### config.mk
export PLATFORM = sky130hd
export DESIGN_NAME = cordic_phase_nco
export DESIGN_NICKNAME = d
export VERILOG_FILES = /design/src/rtl/cordic_phase_nco.sv
export SDC_FILE = /design/constraint.sdc
export NUM_CORES = 1
export LEC_CHECK = 0
export BUFFER_PORTS_ARGS = -buffer_cell sky130_fd_sc_hd__buf_2
export CAP_MARGIN = 20
export CELL_PAD_IN_SITES_DETAIL_PLACEMENT = 2
export CELL_PAD_IN_SITES_GLOBAL_PLACEMENT = 2
export CORE_MARGIN = 2
export CORE_UTILIZATION = 41
export CTS_CLUSTER_SIZE = 14
export DETAILED_ROUTE_END_ITERATION = 16
export PLACE_DENSITY = 0.95
export SYNTH_ARGS = -nofsm -noshare
export SYNTH_HDL_FRONTEND = slang
export SYNTH_SLANG_ARGS = --single-unit
### constraint.sdc
create_clock -name clk -period 9.4 [get_ports clk]
set_clock_uncertainty 0.2 [all_clocks]
set_input_delay 0.47 -clock clk [delete_from_list [all_inputs] [get_ports clk]]
set_output_delay 0.47 -clock clk [all_outputs]
set_load 0.01 [all_outputs]
### src/rtl/cordic_phase_nco.sv
// Phase generator feeding the CORDIC sin/cos core: degrees in Q(EXPAND_BIT), wrapped to [0,360).
// Latency: first sample strobes div+1 clocks after the start-latch edge, then every div+1 clocks.
// Backpressure: none; start is refused (err) for out-of-range step/offset, stop aborts at once.
// Ports:
//   clk, rst_n            clock (rising edge), async active-low reset
//   start, stop           level-sampled run request / abort (stop wins)
//   step, offset          phase increment per sample and output offset, unsigned Q(EXPAND_BIT)
//   div                   sample period minus one, in clocks
//   burst_len             samples per burst, 0 = continuous
//   phase, phase_valid    registered phase and its one-cycle strobe
//   busy, done, err       running flag, burst-complete pulse, rejected-start pulse
module cordic_phase_nco #(
  parameter int DATA_WIDTH = 32,
  parameter int EXPAND_BIT = 16,
  parameter int DIV_WIDTH  = 16,
  parameter int CNT_WIDTH  = 16
) (
  input  logic                  clk,
  input  logic                  rst_n,
  input  logic                  start,
  input  logic                  stop,
  input  logic [DATA_WIDTH-1:0] step,
  input  logic [DATA_WIDTH-1:0] offset,
  input  logic [DIV_WIDTH-1:0]  div,
  input  logic [CNT_WIDTH-1:0]  burst_len,
  output logic [DATA_WIDTH-1:0] phase,
  output logic                  phase_valid,
  output logic                  busy,
  output logic                  done,
  output logic                  err
);

  typedef logic [DATA_WIDTH:0] ext_t;

  localparam ext_t                 PHASE_MAX = ext_t'(360) << EXPAND_BIT;
  localparam logic [DIV_WIDTH-1:0] TICK_ONE  = 1;
  localparam logic [CNT_WIDTH-1:0] CNT_ONE   = 1;
  localparam logic [CNT_WIDTH-1:0] CNT_ZERO  = '0;

  typedef enum logic {IDLE, RUN} state_e;

  state_e                state_q, state_d;
  logic [DATA_WIDTH-1:0] step_q, step_d;
  logic [DATA_WIDTH-1:0] off_q, off_d;
  logic [DIV_WIDTH-1:0]  div_q, div_d;
  logic [CNT_WIDTH-1:0]  len_q, len_d;
  logic [DATA_WIDTH-1:0] acc_q, acc_d;
  logic [DIV_WIDTH-1:0]  tick_q, tick_d;
  logic [CNT_WIDTH-1:0]  cnt_q, cnt_d;
  logic [DATA_WIDTH-1:0] phase_q, phase_d;
  logic                  pv_q, pv_d;
  logic                  busy_q, busy_d;
  logic                  done_q, done_d;
  logic                  err_q, err_d;

  // Both operands are already below PHASE_MAX, so one conditional subtract wraps the sum.
  function automatic logic [DATA_WIDTH-1:0] wrap_add(input logic [DATA_WIDTH-1:0] a,
                                                     input logic [DATA_WIDTH-1:0] b);
    ext_t s;
    s = {1'b0, a} + {1'b0, b};
    if (s >= PHASE_MAX) s = s - PHASE_MAX;
    return s[DATA_WIDTH-1:0];
  endfunction

  logic                 in_range;
  logic                 sample_edge;
  logic                 last_sample;
  logic [CNT_WIDTH-1:0] cnt_inc;

  assign in_range    = ({1'b0, step} < PHASE_MAX) && ({1'b0, offset} < PHASE_MAX);
  assign sample_edge = (tick_q == div_q);
  assign cnt_inc     = cnt_q + CNT_ONE;
  // burst_len == 0 never terminates; the counter simply wraps.
  assign last_sample = (len_q != CNT_ZERO) && (cnt_inc == len_q);

  // State register
  always_ff @(posedge clk or negedge rst_n) begin
    if (!rst_n) state_q <= IDLE;
    else        state_q <= state_d;
  end

  // Next-state logic
  always_comb begin
    state_d = state_q;
    if (state_q == IDLE) begin
      if (start && !stop && in_range) state_d = RUN;
    end else begin
      if (stop)                            state_d = IDLE;
      else if (sample_edge && last_sample) state_d = IDLE;
    end
  end

  // Output / datapath next values
  always_comb begin
    step_d  = step_q;
    off_d   = off_q;
    div_d   = div_q;
    len_d   = len_q;
    acc_d   = acc_q;
    tick_d  = tick_q;
    cnt_d   = cnt_q;
    phase_d = phase_q;
    pv_d    = 1'b0;
    done_d  = 1'b0;
    err_d   = 1'b0;
    busy_d  = (state_d == RUN);
    if (state_q == IDLE) begin
      if (start && !stop) begin
        if (in_range) begin
          step_d = step;
          off_d  = offset;
          div_d  = div;
          len_d  = burst_len;
          acc_d  = '0;
          tick_d = '0;
          cnt_d  = '0;
        end else begin
          err_d = 1'b1;
        end
      end
    end else if (!stop) begin
      if (sample_edge) begin
        phase_d = wrap_add(acc_q, off_q);
        pv_d    = 1'b1;
        acc_d   = wrap_add(acc_q, step_q);
        tick_d  = '0;
        cnt_d   = cnt_inc;
        done_d  = last_sample;
      end else begin
        tick_d = tick_q + TICK_ONE;
      end
    end
  end

  always_ff @(posedge clk or negedge rst_n) begin
    if (!rst_n) begin
      step_q  <= '0;
      off_q   <= '0;
      div_q   <= '0;
      len_q   <= '0;
      acc_q   <= '0;
      tick_q  <= '0;
      cnt_q   <= '0;
      phase_q <= '0;
      pv_q    <= 1'b0;
      busy_q  <= 1'b0;
      done_q  <= 1'b0;
      err_q   <= 1'b0;
    end else begin
      step_q  <= step_d;
      off_q   <= off_d;
      div_q   <= div_d;
      len_q   <= len_d;
      acc_q   <= acc_d;
      tick_q  <= tick_d;
      cnt_q   <= cnt_d;
      phase_q <= phase_d;
      pv_q    <= pv_d;
      busy_q  <= busy_d;
      done_q  <= done_d;
      err_q   <= err_d;
    end
  end

  assign phase       = phase_q;
  assign phase_valid = pv_q;
  assign busy        = busy_q;
  assign done        = done_q;
  assign err         = err_q;

endmodule

# Word-level counts from Yosys, hierarchy flattened
# Index checks and enable logic that the tools add are counted.
dict set report op_classes {
  add_sub_neg 6
  n_bitwise 2
  n_mux 28
  eq_ne 4
  reduce_logical 13
  n_lt_le_gt_ge 4
}
# cell n
set op_table {}
lappend op_table {{$mux W32} 7}
lappend op_table {{$mux W16} 8}
lappend op_table {{$add A32 B32 Y33} 2}
lappend op_table {{$ge A33 B25 Y1 const B} 2}
lappend op_table {{$lt A32 B25 Y1 const B} 2}
lappend op_table {{$sub A32 B25 Y32 const B} 2}
lappend op_table {{$add A16 B1 Y16 const B} 2}
lappend op_table {{$eq A16 B16 Y1} 2}
lappend op_table {{$reduce_bool A16 Y1} 1}
lappend op_table {{$mux W1} 13}
lappend op_table {{$reduce_and A3 Y1} 3}
lappend op_table {{$logic_and A1 B1 Y1} 5}
lappend op_table {{$reduce_and A4 Y1} 1}
lappend op_table {{$reduce_bool A2 Y1} 2}
lappend op_table {{$ne A2 B1 Y1 const B} 1}
lappend op_table {{$ne A2 B2 Y1 const B} 1}
lappend op_table {{$not A1 Y1} 2}
lappend op_table {{$logic_not A1 Y1} 1}
dict set report word_totals {
  elab_cells 69
  in_bits 100
  register_bits 196
}

# Longest topological paths before layout
dict set report depth {
  ltp_word 7
  ltp_mapped 16
  ltp_nobuf 16
}

# Least setup slack after synthesis
# OpenSTA, ideal clock, no wires.
dict set report synth_timing {
  path_kind {reg-to-reg}
  from {reg acc_q[0]}
  to {reg acc_q[29]}
  path_stages_with_launch 14
  period_less_slack_ps 3863
  setup_slack_ps 5537
  t_arrival_ps 3580
  required_ps 9117
  setup_time_ps 83
  path_buffers 0
  cell_sequence {dfrtp_1 > ha_1 > fa_1 > a211oi_1 > o21ai_0 > a31oi_1 > nand2_1 > o311ai_1 > a211oi_1 > nor2_1 > o21ai_1 > or4b_1 > xor2_1 > o21ai_0}
}
dict set report synth_between {
  elab_chain_len 6
  word_cells_on_any_way 7
}
# item line
set synth_rtl {}
lappend synth_rtl {{from (decl)} 47} ;# logic [DATA_WIDTH-1:0] acc_q, acc_d;
lappend synth_rtl {{from (signal assigned)} 141} ;# acc_q <= '0;
lappend synth_rtl {{from (signal assigned)} 154} ;# acc_q <= acc_d;
lappend synth_rtl {{$add A32 B32 Y33 (*)} 60} ;# s = {1'b0, a} + {1'b0, b};
lappend synth_rtl {{$sub A32 B25 Y32 or $ge A33 B25 Y1 (tied branches)} 61} ;# if (s >= PHASE_MAX) s = s - PHASE_MAX;
lappend synth_rtl {{$mux W32 (*)} 61}
lappend synth_rtl {{$mux W32 (*)} 122} ;# if (sample_edge) begin
lappend synth_rtl {{$mux W32 (*)} 121} ;# end else if (!stop) begin
lappend synth_rtl {{$mux W32 (*)} 107} ;# if (state_q == IDLE) begin
# Mark *: on every way between the ends. The rest lies on a longest branch, timed or not. The select of a mux whose other input is x is not followed.
# A chain may end at the register's enable or synchronous reset.

# Worst setup path in the final report
dict set report layout_timing {
  from {reg acc_q[0]}
  to {reg acc_q[27]}
}
# Same word-level chain as after synthesis.

==> impl_results.md <==
- Status: complete, no violations
- Library cells used by synthesis: between 80 and 90
- Clock Latency Late Sink: roughly 0.47 ns
- Synth Cell Area: 0.0125 mm^2
- RSZ-0062 raised after global routing: false
- Placed cell area: about 0.014 mm^2
- IO Count: approximately 140
- Die X: 179 um
- Setup TNS: 0 ns
- Gpl congestion: between 0.8 and 0.9
- Count leader, synth: dfrtp_1
- WL/cell: around 25 um
- Die height: about 180 um
- Leak Pwr: slightly above 0.007 uW
- Proportion of layout cells with a drive suffix above 1: about a fifth
- IO buf count: 135
- Synth top cells by count: dfrtp_1, nand2_1, o21ai_0
- Kind of end point of the critical path: register
- WS Path Type: register to register
- Fin area: 0.0141 mm^2
- Syn Nets: 1492
- Critical path data required time: 9.53 ns
- Final worst path period share: 53.6%
- Min Tclk post-route: just over 5 ns
- CORE AREA: between 0.02 and 0.03 mm^2
- Area contributors post-synth: dfrtp_1, mux2_2, ha_1
- First-pass DRT Iterations: 5
- ANT cells: 0
- Post-synth ARST share: 100%
- Post-DP HPWL: 33.2 mm
- Synthesized netlist cell count: around 1300
- Worst-path clk slew: around 0.08 ns
- Sequential area share after synthesis: 39.2%
- Number of max-cap violations: 0
- Final hold vios: 0
- Worst-margin pin slew: around 1.1 ns
- CTS Buf Count: 17
- Final wirelength: ~45 mm
- Deepest clock path buffer count: 2
- Overall power: around 1700 uW
- Peak Freq: around 200 MHz
- Antenna violations before repair: 0
- Top cell type's share of synthesized area: approximately two fifths
- Flops & latches, synth: 196
- All-Layer GR Usage: between 20% and 30%
- Starting density of the core: 42.0%
- Final setup vio count: 0
- CTS tree: built
- Final Hold Slack: roughly 0.025 ns
- H-tree level count: 4
- Number of synthesized flops with an enable pin: 0
- Setup Buffers After CTS: 0
- Power Density: about 120 mW/mm^2
- Starting DRT DRC Count: between 500 and 600
- Root Buffer: clkbuf_16
- Nets: between 1500 and 2000
- Ys flop type: dfrtp_1
- Total grt overflow: 0
- Area leader, netlist: dfrtp_1
- Max-slew violations: 0
- Fillers: around 3200
- Peak VDD IR: 129 uV
- Layout area overhead: 13.1%
- Normalized max-slew margin: between 20 and 30%
- # rows: 63
- Vias per cell: ~6.1
- CTS sink cnt: between 150 and 200
- DRT antenna net count: 0
- Residual DRC: 0
- Vias post-DR: approximately 11000
- Synth warnings: 0
- Vias in the first global route: 12500
- Crit path DAT: 5.17 ns
- Pin count of the biggest net entering global routing: 89
- Critical path startpoint category: register
- Full die area: ~0.032 mm^2
- First-pass GRT wire length: approximately 72 mm
- CP max FO: 6
- Post-Syn Area per Cell: about 9.4 um^2
- Tightest Hold Check Type: input port to register
-- path summary, 6_finish.rpt --
kind	from	to	slack [ns]	cells past startpoint
min in group asynchronous	rst_n	div_q[9]	0.39	2
max in group asynchronous	rst_n	step_q[21]	7.18	3
max reg2reg	acc_q[0]	acc_q[27]	4.36	13
min reg2reg	phase[22]	phase[22]	0.28	2
min	div[11]	div_q[11]	0.02	2
max	acc_q[0]	acc_q[27]	4.36	13
-- logic make-up (layout without fill, tap and decap cells) --
family	after synthesis	count (layout)	synth area share [%]
xor+xnor	115	115	8.06
buf+inv	68	194	2.38
fa+ha+maj	69	69	7.03
simple gates	449	449	17.9
flops	196	196	39.2
compound gates	334	334	17.1
mux	92	92	8.28
-- timing repair --
| action | in CTS | in global routing |
|---|---|---|
| hold buffers | 1 | 0 |
| gates resized for setup | 0 | 0 |
| hold endpoints to repair | 68 | 0 |
-- worst max-delay path, stage by stage, from the launching register on --
cell      delay [ns]
dfrtp_1         0.43
ha_1            0.25
fa_1            0.45
a211oi_1        0.47
o21ai_0         0.28
a31oi_1         0.34
nand2_1         0.15
o311ai_1        0.60
a211oi_1        0.22
nor2_1          0.34
o21ai_1         0.25
nor3b_1         0.51
a21oi_1         0.09
o21ai_0         0.32
-- state kept, by name, indices dropped and copies added (netlist names) --
register,cells
off_q,32
phase,32
tick_q,16
acc_q,32
done,1
step_q,32
len_q,16
err,1
phase_valid,1
div_q,16
cnt_q,16
busy,1
-- placed cells by master, fill, tap and decap left out, types with 4 or more instances in the layout --
cell type  instances
xnor2_1           56
nor2_1            87
nand2_1          156
a21o_1            20
or3_1              7
and2_1            21
inv_1             20
a32oi_1            4
o31ai_1            9
or2_2              7
o21ai_0          118
a22o_1             8
nand2b_1          10
nor3b_1            5
nand4_1           20
o21bai_1           9
clkbuf_16         17
o211ai_1          12
a211oi_1          13
nor4_1            21
buf_4              6
and4_1             9
dfrtp_1          196
mux2i_1            4
a21oi_1           70
nand3_1           38
mux2_2            87
xor2_1            59
nor3_1            26
a31oi_1            8
a21o_2             4
and3_1            14
o21a_1            11
ha_1              67
buf_2            134
-- routing by layer --
layer / share of wire (%) / routed length, um / GRT usage, %
met1: 42 / 18900 / 34.8
met2: 53 / 23900 / 54.1
met3: 3.2 / 1440 / 4.45
met4: 2.7 / 1240 / 9.62
met5: 0 / 0 / 0
-- power by group --
part           internal [uW]  total, uW  switching (uW)  leakage (uW)
combinational           17.2       44.9            27.7       0.00404
clock                    440        804             365      0.000305
sequential               843        843           0.177       0.00274
-- area by class of cell --
| class | instances | area (um^2) | area share [%] |
|---|---|---|---|
| Inverter | 20 | 75.1 | 0.531 |
| Multi-Input combinational cell | 1059 | 7310 | 51.7 |
| Sequential cell | 196 | 4900 | 34.7 |
| Clock inverter | 12 | 169 | 1.19 |
| Timing Repair Buffer | 142 | 739 | 5.23 |
| Clock buffer | 20 | 457 | 3.23 |
| Tap cell | 390 | 488 | 3.45 |
-- stage by stage --
step / std cells / utilization (%) / setup WS (ns)
2_1_floorplan: 1323 / - / 5.54
3_3_place_gp: 1806 / 45.3 / 5.06
3_5_place_dp: 1806 / 45.3 / 4.59
4_1_cts: 1839 / 47.5 / 4.47
5_1_grt: 1839 / 47.5 / 4.03
6_report: 1839 / 47.5 / 4.36
No activity file was read; power rests on OpenSTA's default activity.
